File: config.mk
export PLATFORM = sky130hd
export DESIGN_NAME = dh_recip_cal_flat
export DESIGN_NICKNAME = d
export VERILOG_FILES = /design/src/rtl/dh_recip_cal_if.sv /design/src/rtl/dh_recip_cal.sv /design/src/flat_wrapper.sv
export SDC_FILE = /design/constraint.sdc
export NUM_CORES = 1
export LEC_CHECK = 0
export CAP_MARGIN = 10
export CORE_MARGIN = 2
export CORE_UTILIZATION = 40
export DETAILED_ROUTE_END_ITERATION = 12
export PLACE_DENSITY_LB_ADDON = 0.15
export SLEW_MARGIN = 20
export SYNTH_ARGS = -nofsm -noshare
export SYNTH_HDL_FRONTEND = slang
export SYNTH_SLANG_ARGS = --single-unit
File: constraint.sdc
create_clock -name clk -period 5.9 [get_ports clk]
set_clock_uncertainty 0.05 [all_clocks]
set_input_delay 1.77 -clock clk [delete_from_list [all_inputs] [get_ports clk]]
set_output_delay 1.77 -clock clk [all_outputs]
set_load 0.01 [all_outputs]
File: src/rtl/dh_recip_cal_if.sv
// dh_recip_cal_if: strobe/result bundle between the channel-norm stage,
// the D_h reciprocal unit and the equalizer-scaling stage.
interface dh_recip_cal_if #(
  parameter int N = 16
);
  logic [N-1:0] dh_in;
  logic         dh_valid;
  logic         clr_flags;
  logic [N-1:0] inv_dh;
  logic         inv_valid;
  logic         busy;
  logic         div0;
  logic         sign_err;
  logic         overrun;

  // Norm stage / controller side: supplies D_h, consumes the reciprocal.
  modport master (
    output dh_in, dh_valid, clr_flags,
    input  inv_dh, inv_valid, busy, div0, sign_err, overrun
  );

  // Reciprocal unit side.
  modport slave (
    input  dh_in, dh_valid, clr_flags,
    output inv_dh, inv_valid, busy, div0, sign_err, overrun
  );
endinterface

File: src/rtl/dh_recip_cal.sv
// dh_recip_cal: bit-serial restoring reciprocal 1/D_h for the SOML decoder.
// D_h and 1/D_h are sign-magnitude Q(N-Q).Q words; the result sign is always 0.
// A one-entry buffer holds a D_h that arrives while a division is in flight.
// Optional feature macro: DH_RECIP_ROUND_EN (one extra quotient bit, then
// round-half-up shift back to Q fractional bits; one extra cycle of latency).
module dh_recip_cal #(
  parameter int N = 16,
  parameter int Q = 8
) (
  input logic           clk,
  input logic           rst,
  dh_recip_cal_if.slave bus
);

`ifdef DH_RECIP_ROUND_EN
  localparam int K = 2 * Q + 2;   // iterations; dividend is 2^(2Q+1)
`else
  localparam int K = 2 * Q + 1;   // iterations; dividend is 2^(2Q)
`endif
  localparam int MW    = N - 1;                 // magnitude width
  localparam int CW    = (K > N) ? K : N;       // width for the saturation compare
  localparam int CNT_W = $clog2(K + 1);

  localparam logic [CW-1:0]    SAT_CW   = {{(CW - MW){1'b0}}, {MW{1'b1}}};
  localparam logic [N-1:0]     SAT_N    = {1'b0, {MW{1'b1}}};
  localparam logic [K-1:0]     DVD_INIT = {1'b1, {(K - 1){1'b0}}};
  localparam logic [CNT_W-1:0] CNT_LAST = CNT_W'(K - 1);

  typedef enum logic [1:0] {
    S_IDLE = 2'd0,
    S_DIV  = 2'd1,
    S_FIN  = 2'd2
  } state_t;

  // Control and datapath registers
  state_t           r_state;
  logic [MW-1:0]    r_div;        // divisor magnitude
  logic             r_zero;       // divisor magnitude is zero
  logic [MW-1:0]    r_rem;        // partial remainder, always < divisor
  logic [K-1:0]     r_quo;        // quotient, built LSB-in
  logic [K-1:0]     r_dvd;        // dividend, shifted out MSB first
  logic [CNT_W-1:0] r_cnt;        // iteration counter

  // Input buffer
  logic [N-1:0]     r_buf;
  logic             r_buf_full;

  // Registered outputs
  logic [N-1:0]     r_inv_dh;
  logic             r_inv_valid;
  logic             r_busy;
  logic             r_div0;
  logic             r_sign_err;
  logic             r_overrun;

  // Combinational helpers
  logic [N-1:0]     w_rem_sh;
  logic             w_ge;
  logic [MW-1:0]    w_rem_nx;
  logic [K-1:0]     w_quo_nx;
  logic [CW-1:0]    w_res;
  logic             w_sat;
  logic [N-1:0]     w_inv;
  logic             w_load;
  logic [N-1:0]     w_load_word;
  logic             w_set_div0;
  logic             w_set_sign;
  logic             w_set_ovr;

  // One restoring step: bring in the next dividend bit, trial-subtract.
  // The shifted remainder is < 2*divisor, so it needs one bit more than r_rem,
  // while the post-subtract remainder fits back into MW bits.
  assign w_rem_sh = {r_rem, r_dvd[K-1]};
  assign w_ge     = (w_rem_sh >= {1'b0, r_div});
  assign w_rem_nx = w_ge ? (w_rem_sh[MW-1:0] - r_div) : w_rem_sh[MW-1:0];
  assign w_quo_nx = {r_quo[K-2:0], w_ge};

  // Final quotient scaling: plain truncation, or drop the extra bit with round-half-up.
  // NOTE: every variable written here is assigned on every path, so no latch is inferred.
  always_comb begin
`ifdef DH_RECIP_ROUND_EN
    w_res = CW'(r_quo >> 1) + CW'(r_quo[0]);
`else
    w_res = CW'(r_quo);
`endif
  end

  // Saturate to the largest positive magnitude on a zero or too-small divisor.
  assign w_sat = r_zero || (w_res > SAT_CW);
  assign w_inv = w_sat ? SAT_N : w_res[N-1:0];

  // A new division starts from IDLE; a waiting buffered value has priority.
  assign w_load      = (r_state == S_IDLE) && (r_buf_full || bus.dh_valid);
  assign w_load_word = r_buf_full ? r_buf : bus.dh_in;

  assign w_set_div0 = (r_state == S_FIN) && w_sat;
  assign w_set_sign = w_load && w_load_word[N-1];
  assign w_set_ovr  = (r_state != S_IDLE) && bus.dh_valid && r_buf_full;

  // Controller FSM and divider datapath with registered result outputs.
  // NOTE: sequential state uses non-blocking assignments so every register
  // samples pre-edge values, independent of statement order.
  always_ff @(posedge clk or posedge rst) begin
    if (rst) begin
      r_state     <= S_IDLE;
      r_div       <= '0;
      r_zero      <= 1'b0;
      r_rem       <= '0;
      r_quo       <= '0;
      r_dvd       <= '0;
      r_cnt       <= '0;
      r_inv_dh    <= '0;
      r_inv_valid <= 1'b0;
      r_busy      <= 1'b0;
    end else begin
      r_inv_valid <= 1'b0;
      unique case (r_state)
        S_IDLE: begin
          if (w_load) begin
            r_div   <= w_load_word[MW-1:0];
            r_zero  <= (w_load_word[MW-1:0] == '0);
            r_rem   <= '0;
            r_quo   <= '0;
            r_dvd   <= DVD_INIT;
            r_cnt   <= '0;
            r_state <= S_DIV;
            r_busy  <= 1'b1;
          end
        end
        S_DIV: begin
          if (r_zero) begin
            // Zero divisor: no iterations, result is forced in FIN.
            r_state <= S_FIN;
          end else begin
            r_rem <= w_rem_nx;
            r_quo <= w_quo_nx;
            r_dvd <= r_dvd << 1;
            r_cnt <= r_cnt + CNT_W'(1);
            if (r_cnt == CNT_LAST) begin
              r_state <= S_FIN;
            end
          end
        end
        S_FIN: begin
          r_inv_dh    <= w_inv;
          r_inv_valid <= 1'b1;
          r_busy      <= 1'b0;
          r_state     <= S_IDLE;
        end
        default: begin
          r_state <= S_IDLE;
          r_busy  <= 1'b0;
        end
      endcase
    end
  end

  // Input buffer capture/drain and sticky status flags (set beats clear).
  always_ff @(posedge clk or posedge rst) begin
    if (rst) begin
      r_buf      <= '0;
      r_buf_full <= 1'b0;
      r_div0     <= 1'b0;
      r_sign_err <= 1'b0;
      r_overrun  <= 1'b0;
    end else begin
      if (r_state == S_IDLE) begin
        if (r_buf_full) begin
          // Buffer drains into the divider; a coincident strobe refills it.
          r_buf_full <= bus.dh_valid;
          if (bus.dh_valid) begin
            r_buf <= bus.dh_in;
          end
        end
      end else if (bus.dh_valid && !r_buf_full) begin
        r_buf      <= bus.dh_in;
        r_buf_full <= 1'b1;
      end

      r_div0     <= w_set_div0 || (r_div0     && !bus.clr_flags);
      r_sign_err <= w_set_sign || (r_sign_err && !bus.clr_flags);
      r_overrun  <= w_set_ovr  || (r_overrun  && !bus.clr_flags);
    end
  end

  assign bus.inv_dh    = r_inv_dh;
  assign bus.inv_valid = r_inv_valid;
  assign bus.busy      = r_busy;
  assign bus.div0      = r_div0;
  assign bus.sign_err  = r_sign_err;
  assign bus.overrun   = r_overrun;

endmodule
File: src/flat_wrapper.sv
// flat-port wrapper written by rule: the top's interface ports become plain ports
module dh_recip_cal_flat 
#(
  parameter int N = 16,
  parameter int Q = 8
)
  (clk, rst, bus_dh_in, bus_dh_valid, bus_clr_flags, bus_inv_dh, bus_inv_valid, bus_busy, bus_div0, bus_sign_err, bus_overrun);
  dh_recip_cal_if #(.N(N)) bus_i ();
  input logic clk;
  input logic rst;
  input wire logic [$bits(bus_i.dh_in)-1:0] bus_dh_in;
  input wire logic [$bits(bus_i.dh_valid)-1:0] bus_dh_valid;
  input wire logic [$bits(bus_i.clr_flags)-1:0] bus_clr_flags;
  output wire logic [$bits(bus_i.inv_dh)-1:0] bus_inv_dh;
  output wire logic [$bits(bus_i.inv_valid)-1:0] bus_inv_valid;
  output wire logic [$bits(bus_i.busy)-1:0] bus_busy;
  output wire logic [$bits(bus_i.div0)-1:0] bus_div0;
  output wire logic [$bits(bus_i.sign_err)-1:0] bus_sign_err;
  output wire logic [$bits(bus_i.overrun)-1:0] bus_overrun;
  assign bus_i.dh_in = bus_dh_in;
  assign bus_i.dh_valid = bus_dh_valid;
  assign bus_i.clr_flags = bus_clr_flags;
  assign bus_inv_dh = bus_i.inv_dh;
  assign bus_inv_valid = bus_i.inv_valid;
  assign bus_busy = bus_i.busy;
  assign bus_div0 = bus_i.div0;
  assign bus_sign_err = bus_i.sign_err;
  assign bus_overrun = bus_i.overrun;
  dh_recip_cal #(.N(N), .Q(Q)) u_core (.clk(clk), .rst(rst), .bus(bus_i));
endmodule
### Yosys cells after proc, flatten, opt, wreduce, memory -nomap -nowiden

Cells that the tools add are included.
Widths: inputs -> output; s select.

* register bits after elaboration: 110
* input bits: 20
* output and inout bits: 21
* logic and storage cells: 83

* add/sub/neg operators: 2
* magnitude comparators: 2
* equal/unequal tests: 8
* muxes and demuxes: 29
* bitwise logic cells: 1
* reduce and logical (&&, ||, !) cells: 26

Operators with widths (number)
* $mux 16: 6
* $mux 17: 4
* $pmux 17 s2: 2
* $mux 15: 3
* $pmux 15 s2: 1
* $gt 17x15->1 const B: 1
* $ge 16x15->1: 1
* $logic_not 15->1: 1
* $sub 15x15->15: 1
* $mux 5: 2
* $pmux 5 s2: 1
* $logic_and 1x1->1: 9
* $mux 2: 3
* $reduce_and 2->1: 3
* $reduce_and 3->1: 2
* $reduce_bool 2->1: 3
* $add 5x1->5 const B: 1
* $eq 5x5->1 const B: 1
* $logic_or 1x1->1: 5
* $mux 1: 5
* $ne 2x1->1 const B: 2
* $ne 2x2->1 const B: 2
* $pmux 2 s2: 1
* $ne 3x1->1 const B: 1
* 6 further kinds: 7

### Depth between registers and ports, before layout

Gate-level depths: netlist (run 1).

* word-level depth: 4
* mapped depth: 11
* gate-level depth less buffers: 10

### Worst setup path after synthesis (run 1)

No wires, ideal clock.

* path kind: input port to flip-flop
* start point: in bus_dh_in[4]
* end point: reg u_core.r_zero
* library setup time: 95 ps
* data arrival time: 2694 ps
* data required time: 5755 ps
* path slack: 3061 ps
* cell stages on the path: 4
* buffers on the path: 0
* path through: or4_1 > nor3_1 > a31oi_1 > o31ai_1

* longest elaborated chain between the ends: 2

Ends and longest elaborated chain
* from (decl): RTL line flat_wrapper.sv:11 `input wire logic [$bits(bus_i.dh_in)-1:0] bus_dh_in;`
* $mux 16: RTL line dh_recip_cal.sv:94 `assign w_load_word = r_buf_full ? r_buf : bus.dh_in;`
* $logic_not 15->1: RTL line dh_recip_cal.sv:121 `r_zero <= (w_load_word[MW-1:0] == '0);`
* to (signal assigned): RTL line dh_recip_cal.sv:121
* to (decl): RTL line dh_recip_cal.sv:38 `logic r_zero;`

Every way passes these cells.
A chain may end at the register's enable or synchronous reset.

### Final worst setup path (run 1)

* start point: in bus_dh_valid
* end point: reg u_core.r_rem[12]

* longest elaborated chain between the ends: 4

Ends and longest elaborated chain
* from (decl): RTL line flat_wrapper.sv:12 `input wire logic [$bits(bus_i.dh_valid)-1:0] bus_dh_valid;`
* $logic_or 1x1->1: RTL line dh_recip_cal.sv:93 `assign w_load = (r_state == S_IDLE) && (r_buf_full || bus.dh_valid);`
* $logic_and 1x1->1: RTL line dh_recip_cal.sv:93
* $ne 2x1->1 (no source line)
* $reduce_and 3->1 (no source line)
* to (signal assigned): RTL line dh_recip_cal.sv:135 `r_rem <= w_rem_nx;`
* to (decl): RTL line dh_recip_cal.sv:39 `logic [MW-1:0] r_rem;`

Every way passes these cells.

==> results of run 1 <==
[power groups by stage]
stage	registers (W)	clock network, W	logic [W]
global route	0.00121	0.000638	0.00199
detailed placement	0.00118	0	0.00178
global placement	0.00117	0	0.00175
CTS	0.00117	0.000607	0.00178
finish	0.00117	0.000586	0.00176
floorplan	0.00112	0	0.00143
[final timing paths]
kind                                               from                           end  depth (start not counted)
max                                        bus_dh_valid  u_core.r_rem[12]$_DFFE_PP0P_                          7
max in group asynchronous                           rst   u_core.r_rem[5]$_DFFE_PP0P_                          3
min                        u_core.r_div[12]$_DFFE_PP0P_  u_core.r_div[12]$_DFFE_PP0P_                          2
min reg2reg                u_core.r_div[12]$_DFFE_PP0P_  u_core.r_div[12]$_DFFE_PP0P_                          2
min in group asynchronous                           rst   u_core.r_cnt[4]$_DFFE_PP0P_                          2
max reg2reg                u_core.r_dvd[16]$_DFFE_PP0P_  u_core.r_rem[10]$_DFFE_PP0P_                         10
[cell usage after synthesis, drive strengths merged (2+ instances only)]
cell type,count
dfrtp,94
ha,17
nand3,43
and2,2
mux2i,17
o31ai,8
o21ai,27
nor4,4
or2,2
buf,8
or4,2
a21o,5
nand4,4
and3,2
o211ai,2
clkbuf,17
a31oi,3
inv,24
a21oi,13
mux2,16
nor3,3
nor2,17
a32oi,5
xnor2,9
a22o,18
nand2,67
nand2b,2
a21boi,2
xor2,7
[critical path, stage by stage]
cell and delay (ps):
clkdlybuf4s50_1 570, nor2_1 60, nor2_1 250, nor2_2 70
buf_4 240, a32oi_1 180, o31ai_1 90
[flip-flops by register name, indices dropped and copies added, names as in the netlist, 2 cells and up]
signal             count
u_core.r_div          15
u_core.r_rem          15
u_core.r_state         2
u_core.bus.inv_dh     16
u_core.r_cnt           5
u_core.r_buf          16
u_core.r_quo          17
[per-stage QoR]
| stage | hold WS (ps) | utilization [%] | setup slack [ps] | total power, W |
|---|---|---|---|---|
| after floorplan | 400 | - | 1630 | 0.00255 |
| after global placement | 414 | 45.4 | 2450 | 0.00292 |
| after detailed placement | 423 | 45.4 | 2420 | 0.00295 |
| after CTS | 439 | 48.0 | 2800 | 0.00355 |
| after global routing | 454 | 48.1 | 2620 | 0.00384 |
| final | 432 | 48.1 | 2810 | 0.00352 |
[layer usage]
layer / vias to the layer above / GRT usage [%] / wire length (um)
met2: 65 / 24.1 / 4190
met5: - / 0 / 0
met3: 6 / 3.32 / 336
met1: 1580 / 23.0 / 4690
met4: 0 / 5.37 / 103
li1: 1682 / - / -
[layout make-up]
type                       instances  area (um^2)  share of cell area [%]
sequential                        94         2350                    43.0
timing repair buffer              45          438                    8.01
multi-input combinational        314         2110                    38.5
tap                              143          179                    3.27
inverter                          25         95.1                    1.74
clock buffer                      10          229                    4.19
clock inverter                     6         68.8                    1.26
[logic make-up (layout without fill, tap and decap cells)]
| group | Yosys count | count (layout) | synth area share (%) |
|---|---|---|---|
| and+or+nand+nor | 152 | 152 | 14.9 |
| xor gates and xnor gates | 16 | 16 | 3.01 |
| AOI/OAI and AO/OA | 94 | 94 | 14.1 |
| adders and majority gates | 19 | 19 | 5.21 |
| muxes | 33 | 33 | 7.52 |
| DFF | 94 | 94 | 50.5 |
| buffers and inverters | 50 | 86 | 4.73 |
==> impl_metrics.yaml, run 1 <==
run_status:
  status: "finished, final reports clean"
flow_run:
  maxCapViolations: 0
cts:
  hold_buffers: 0
  cts_max_level: 3
  cts_buffer_depth: 2
  cts.sinks: 94
  post_cts_buffers: 0
  cts_root_buf: "clkbuf_16"
  cts.clk_slew.worst_paths_ps: 60
  clkLatencyLatePin_ps: 340
  cts_buffers: 9
  ctsResizeCount: 0
  cts_tree: "done"
sta:
  maxSlewViolCount: 0
  setup_tns_ps: 0
  hold_viol: 0
  tightestPinTransition_ps: 937
  post-route-period-util_pct: 52.4
  fmax_mhz: 323
  setup_viol: 0
  relSlewSlack_pct: 37.5
  final.min_clock_period_ps: 3090
  rsz0062_at_grt: "no"
critical_path:
  worst_setup_path_start_kind: "input pin"
  rrSetupSlack_ps: 3140
  worst_ep_required_time_ps: 6050
  crit_arrival_ps: 3250
  end_kind: "flip-flop"
  path_class: "input pin to flip-flop"
  worst-path-max-fanout: 32
global_routing:
  grt_pass1_wl_um: 16200
  grt_overflow: 0
  antenna_found_initial: 0
  grt.total_usage_pct: 15.9
  grt_max_degree: 56
  grt_pass1_vias: 3352
yosys:
  synth_top_cell_area_share_pct: 50.5
  ys_warn_count: 0
  yosys.area.top_type: "dfrtp_1"
  synthArstFlopShare_pct: 100
  syn-num-nets: 496
  ys_ff_latch: 94
  mappedNetlistArea_um2: 4660
  ys.flop_type: "dfrtp_1"
  synth_area_per_cell_um2: 10.2
  synthCells: 458
  synth-edff-count: 0
  synth_seq_area_share_pct: 50.5
  synth.area.top_cells: "dfrtp_1 50%, nand2_1 5.4%, nand3_1 4.6%, ha_1 4.6%, mux2_2 3.9%"
  synth_cell_types: 57
pwr:
  p_sw_share_pct: 40.3
  pwr-share-seq_pct: 33.2
  vdd_drop_max_uv: 266
  power_density_nw_per_um2: 643
  p_comb_share_pct: 50.2
  p_clk_share_pct: 16.7
  power_switching_w: 0.00141
  p_leak_nw: 2.53
  internal_power_w: 0.00210
routing:
  drtPass1Iterations: 4
  wirelength_um: 9320
  ant_nets: 0
  via_per_inst: 5.23
  avgRoutedWirePerCell_um: 14.6
  drc_errors: 0
  drt-initial-drc-count: 204
  via_count: 3333
floorplanning:
  rows: 39
  start_util_pct: 41.0
  dieArea_um2: 12500
  io_pins: 41
  core_area_um2: 11400
  die_w_um: 112
  chipHeight_um: 112
placed_design:
  gp_congestion: 0.819
  dp_hpwl_um: 6410
  place_area_um2: 5160
  dpl.cell_count: 621
  io_buffer_count: 40
cells_and_area:
  synthToLayoutAreaGrowth_pct: 17.4
  final_area_um2: 5470
  stdcell_count: 637
  fin_nets: 527
  n_antenna_cell: 0
  final_layout_size_suffix_gt1_share_pct: 9.51
  n_fill_cell: 1081
  layout_commonest_cell: "dfrtp_1"
  final_cell_mix: "93 x dfrtp_1, 67 x nand2_1, 43 x nand3_1"
worst_hold_path:
  min_path_type: "flip-flop to flip-flop"
No activity file was read; power rests on OpenSTA's default activity.
==> inputs of run 2 (changes only) <==
Clock period 5.9 ns to 2.5 ns, I/O delays scaled along.
==> run 2 against run 1 <==
Compared with the run above:
- hold slack worse by 3.6 ps
- sequential power is 130% higher
- utilization is 2.5 points higher
- flip-flop and latch count stayed put
- critical endpoint is now u_core.r_rem[9]$_DFFE_PP0P_
- largest cell class unchanged
- highest routed layer unchanged
==> impl_metrics.yaml, run 2 (same netlist as run 1, synthesis figures left out) <==
cts:
  cts_tree: "done"
  cts.clk_slew.worst_paths_ps: 70
  cts_buffer_depth: 2
  cts_max_level: 3
  cts_buffers: 9
  hold_buffers: 0
  cts_root_buf: "clkbuf_16"
  cts.sinks: 94
  clkLatencyLatePin_ps: 350
routing:
  highest_layer: "met4"
  ant_nets: 0
  drtPass1Iterations: 4
  drc_errors: 0
  dr_wl_met2_um: 4400
  met3_length_um: 246
  via_per_inst: 5.24
  avgRoutedWirePerCell_um: 14.9
  via_count: 3447
  wl_met1_um: 4960
  wirelength_um: 9790
  drt-initial-drc-count: 136
pwr:
  power_density_nw_per_um2: 1570
  power_switching_w: 0.00354
  p_clk_share_pct: 16.6
  p_total_w: 0.00905
  p_leak_nw: 2.67
  p_sw_share_pct: 39.2
  pwr-share-seq_pct: 29.9
  vdd_drop_max_uv: 602
  p_comb_share_pct: 53.5
  internal_power_w: 0.00551
cells_and_area:
  layout_commonest_cell: "dfrtp_1"
  final_cell_mix: "94 x dfrtp_1, 67 x nand2_1, 43 x nand3_1"
  largest_reg_flops: 17
  n_antenna_cell: 0
  final_util_pct: 50.6
  final_layout_size_suffix_gt1_share_pct: 14.2
  synthToLayoutAreaGrowth_pct: 23.4
  top_register: "u_core.r_quo"
  fin_nets: 548
sta:
  hold_viol: 0
  tightestPinTransition_ps: 536
  final.min_clock_period_ps: 2400
  fmax_mhz: 417
  maxSlewViolCount: 0
  setup_viol: 0
  relSlewSlack_pct: 64.2
  post-route-period-util_pct: 95.9
flow_run:
  maxCapViolations: 0
global_routing:
  antenna_found_initial: 0
  grt_pass1_vias: 3382
  grt.total_usage_pct: 16.5
  grt_overflow: 0
  grt_max_degree: 42
  grt_pass1_wl_um: 16700
placed_design:
  gp_congestion: 0.835
  io_buffer_count: 40
  dp_hpwl_um: 6880
critical_path:
  worst_setup_path_start_kind: "flip-flop"
  path_class: "flip-flop to flip-flop"
  worst-path-max-fanout: 12
  end_kind: "flip-flop"
  worst_ep_required_time_ps: 2670
  crit_arrival_ps: 2570
floorplanning:
  die_w_um: 112
  rows: 39
  start_util_pct: 41.0
  core_area_um2: 11400
  io_pins: 41
  chipHeight_um: 112
  dieArea_um2: 12500
run_status:
  status: "finished, final reports clean"
worst_hold_path:
  min_path_type: "flip-flop to flip-flop"
==> run 2: final timing paths <==
| kind | from | to | slack (ps) | cells after the start |
|---|---|---|---|---|
| max in group asynchronous | rst | u_core.bus.inv_dh[6]$_DFFE_PP0P_ | 1080 | 3 |
| worst min-delay path | u_core.r_div[14]$_DFFE_PP0P_ | u_core.r_div[14]$_DFFE_PP0P_ | 430 | 2 |
| worst min register to register | u_core.r_div[14]$_DFFE_PP0P_ | u_core.r_div[14]$_DFFE_PP0P_ | 430 | 2 |
| worst max-delay path | u_core.r_div[7]$_DFFE_PP0P_ | u_core.r_rem[9]$_DFFE_PP0P_ | 100 | 9 |
| worst max register to register | u_core.r_div[7]$_DFFE_PP0P_ | u_core.r_rem[9]$_DFFE_PP0P_ | 100 | 9 |
| min in group asynchronous | rst | u_core.r_buf_full$_DFFE_PP0P_ | 750 | 2 |
==> run 2: timing repair <==
item                       in CTS  in global routing
gates resized for setup         1                  9
cloned                          0                  0
pin swaps                       0                  8
setup buffers                   0                  2
hold endpoints to repair        0                  0
setup endpoints to repair       3                 16
==> run 2: final cells by class <==
cell class | count | area, um^2
repair buffers | 66 | 662
multi-input cells | 314 | 2140
flip-flops and latches | 94 | 2350
fillers | 1062 | 5620
well taps | 143 | 179
inverters | 25 | 97.6
clock buffers | 10 | 229
clock inverters | 6 | 93.8
==> run 2: critical path, cell delays in order, from the launching register on <==
cell     delay [ps]
dfrtp_1         350
inv_1            80
ha_2            390
nand2_1         110
or2_0           270
o31a_1          340
o21a_4          250
buf_12          140
a32oi_1         180
o31ai_1          90
==> run 2: routing by layer <==
| metal | global-route usage, % | vias up |
|---|---|---|
| li1 | - | 1724 |
| met1 | 23.5 | 1673 |
| met2 | 25.1 | 36 |
| met3 | 2.78 | 14 |
| met4 | 6.59 | 0 |
| met5 | 0 | - |
==> run 2: power by group through the flow <==
stage / registers (W) / clock network [W] / logic [W]
final: 0.00271 / 0.00150 / 0.00484
after global routing: 0.00280 / 0.00160 / 0.00541
after CTS: 0.00271 / 0.00154 / 0.00471
after detailed placement: 0.00273 / 0 / 0.00468
after global placement: 0.00270 / 0 / 0.00458
after floorplan: 0.00264 / 0 / 0.00338
==> run 2: metrics by stage <==
stage                     worst slack [ps]  setup TNS, ps  instance area [um^2]  hold slack (ps)  cells
final                                  102              0                  5750              429    658
after global routing                 -19.1          -35.4                  5750              456    658
after CTS                             50.9              0                  5700              437    656
after detailed placement              -108           -172                  5370              420    640
after global placement               -43.6          -59.3                  5370              413    640
after floorplan                        105              0                  4660              400    458
==> inputs of run 3 (changes only) <==
Settings changed: GPL_TIMING_DRIVEN set to 0, PLACE_DENSITY set to 0.67, PLACE_DENSITY_LB_ADDON 0.15 to unset.
==> run 3 against run 2 <==
Compared with the run above:
- cell count rose by 0.76%
- combinational power fell by 3%
- total power fell by 2.8%
- count of clock-buffer cells in the layout did not move
- worst setup slack got worse by 41 ps
- sequential share of layout area rose by 0.29 points
- first-iteration DRC count rose by 29%
- register-to-register slack got worse by 40 ps
- routed wire length fell by 0.84%
- critical path depth did not move
- die area did not move
==> impl_metrics.yaml, run 3 (same netlist as run 1, synthesis figures left out) <==
cts:
  cts_root_buf: "clkbuf_16"
  cts_tree: "done"
  cts_max_level: 3
  cts.sinks: 94
  clkLatencyLatePin_ps: 360
  cts.clk_slew.worst_paths_ps: 70
  cts_buffers: 9
  cts_buffer_depth: 2
sta:
  post-route-period-util_pct: 97.5
  worst_slack_ps: 61.9
  setup_tns_ps: 0
  tightestPinTransition_ps: 839
  final.min_clock_period_ps: 2440
  relSlewSlack_pct: 43.6
  maxSlewViolCount: 0
  setup_viol: 0
  hold_viol: 0
  fmax_mhz: 410
floorplanning:
  io_pins: 41
  chipHeight_um: 112
  core_area_um2: 11400
  start_util_pct: 41.0
  rows: 39
  die_w_um: 112
  dieArea_um2: 12500
critical_path:
  slowest_stage: "dfrtp_1"
  path_class: "flip-flop to flip-flop"
  crit_arrival_ps: 2600
  end_kind: "flip-flop"
  worst-path-max-fanout: 10
  worst_ep_required_time_ps: 2670
  worst_setup_path_start_kind: "flip-flop"
  path_cells: "ha_4 -> buf_6 -> nand4_1 -> or2_1 -> o31a_1 -> o21a_2 -> buf_6 -> a32oi_1 -> o31ai_1"
  cp_common_cell: "buf_6"
  worst_path_largest_cell_delay_ps: 420
placed_design:
  io_buffer_count: 40
  pre_cts_slack_ps: -267
  gp_congestion: 0.904
  dpl.cell_count: 644
  place_area_um2: 5300
  dp_hpwl_um: 7240
cells_and_area:
  stdcell_count: 663
  n_fill_cell: 1057
  layout_commonest_cell: "dfrtp_1"
  synthToLayoutAreaGrowth_pct: 22.6
  fin_nets: 553
  final_util_pct: 50.2
  top_register: "u_core.r_quo"
  final_cell_mix: "94 x dfrtp_1, 67 x nand2_1, 43 x nand3_1"
  final_layout_size_suffix_gt1_share_pct: 11.5
  final_area_um2: 5710
  n_antenna_cell: 0
  largest_reg_flops: 17
routing:
  drt-initial-drc-count: 175
  dr_wl_met2_um: 4670
  via_count: 3522
  met3_length_um: 348
  drtPass1Iterations: 4
  wl_met1_um: 4500
  via_per_inst: 5.31
  wirelength_um: 9710
  avgRoutedWirePerCell_um: 14.6
  highest_layer: "met4"
  drc_errors: 0
  ant_nets: 0
flow_run:
  maxCapViolations: 0
global_routing:
  grt_pass1_wl_um: 16700
  grt_overflow: 0
  grt.total_usage_pct: 16.5
  antenna_found_initial: 0
  grt_pass1_vias: 3493
  grt_max_degree: 33
pwr:
  power_switching_w: 0.00355
  p_leak_nw: 2.61
  p_sw_share_pct: 40.3
  power_density_nw_per_um2: 1540
  pwr-share-seq_pct: 30.8
  vdd_drop_max_uv: 742
  p_comb_share_pct: 53.3
  p_clk_share_pct: 16.0
  internal_power_w: 0.00525
worst_hold_path:
  min_path_type: "flip-flop to flip-flop"
run_status:
  status: "finished, final reports clean"
[run 3: path summary, 6_finish.rpt]
kind                                        startpoint                            to  slack, ps  depth (start not counted)
max                        u_core.r_rem[9]$_DFFE_PP0P_   u_core.r_rem[9]$_DFFE_PP0P_         60                          9
min                        u_core.r_div[3]$_DFFE_PP0P_   u_core.r_div[3]$_DFFE_PP0P_        430                          2
max reg2reg                u_core.r_rem[9]$_DFFE_PP0P_   u_core.r_rem[9]$_DFFE_PP0P_         60                          9
min reg2reg                u_core.r_div[3]$_DFFE_PP0P_   u_core.r_div[3]$_DFFE_PP0P_        430                          2
max in group asynchronous                          rst   u_core.r_rem[6]$_DFFE_PP0P_       1060                          4
min in group asynchronous                          rst  u_core.r_buf[13]$_DFFE_PP0P_        680                          2
[run 3: metal layers]
layer / track usage (%) / vias to the layer above
li1: - / 1738
met1: 22.4 / 1713
met2: 25.7 / 58
met3: 3.97 / 13
met4: 6.18 / 0
met5: 0 / -
[run 3: power by group through the flow]
stage	Sequential (W)	Clock, W	Combinational, W
final	0.00271	0.00141	0.00469
after global routing	0.00280	0.00151	0.00524
after CTS	0.00269	0.00145	0.00452
after detailed placement	0.00271	0	0.00443
after global placement	0.00268	0	0.00433
after floorplan	0.00264	0	0.00338
[run 3: area by class of cell]
cell class	instances	area (um^2)	share of cell area [%]
Sequential cell	94	2350	41.2
Multi-Input combinational cell	314	2170	38.0
Timing Repair Buffer	46	483	8.46
Clock buffer	10	229	4.01
Tap cell	143	179	3.13
Buffer	25	126	2.21
Inverter	25	97.6	1.71
Clock inverter	6	75.1	1.31
[run 3: per-stage QoR]
step           power, W  hold WS (ps)
6_report        0.00880           433
5_1_grt         0.00955           469
2_1_floorplan   0.00602           400
3_5_place_dp    0.00715           421
4_1_cts         0.00865           436
3_3_place_gp    0.00701           415
[run 3: what timing repair did]
action / 4_1_cts / 5_1_grt
pin swaps: 0 / 6
hold buffers: 0 / 0
gates resized for setup: 3 / 12
setup buffers: 0 / 3
endpoints found under the setup margin: 4 / 16
[run 3: critical path, delay by kind of cell (launching register included)]
family / cells / cell delay [ps]
compound gates: 4 / 900
flops: 1 / 420
simple gates: 2 / 390
fa+ha+maj: 1 / 290
buf+inv: 2 / 260
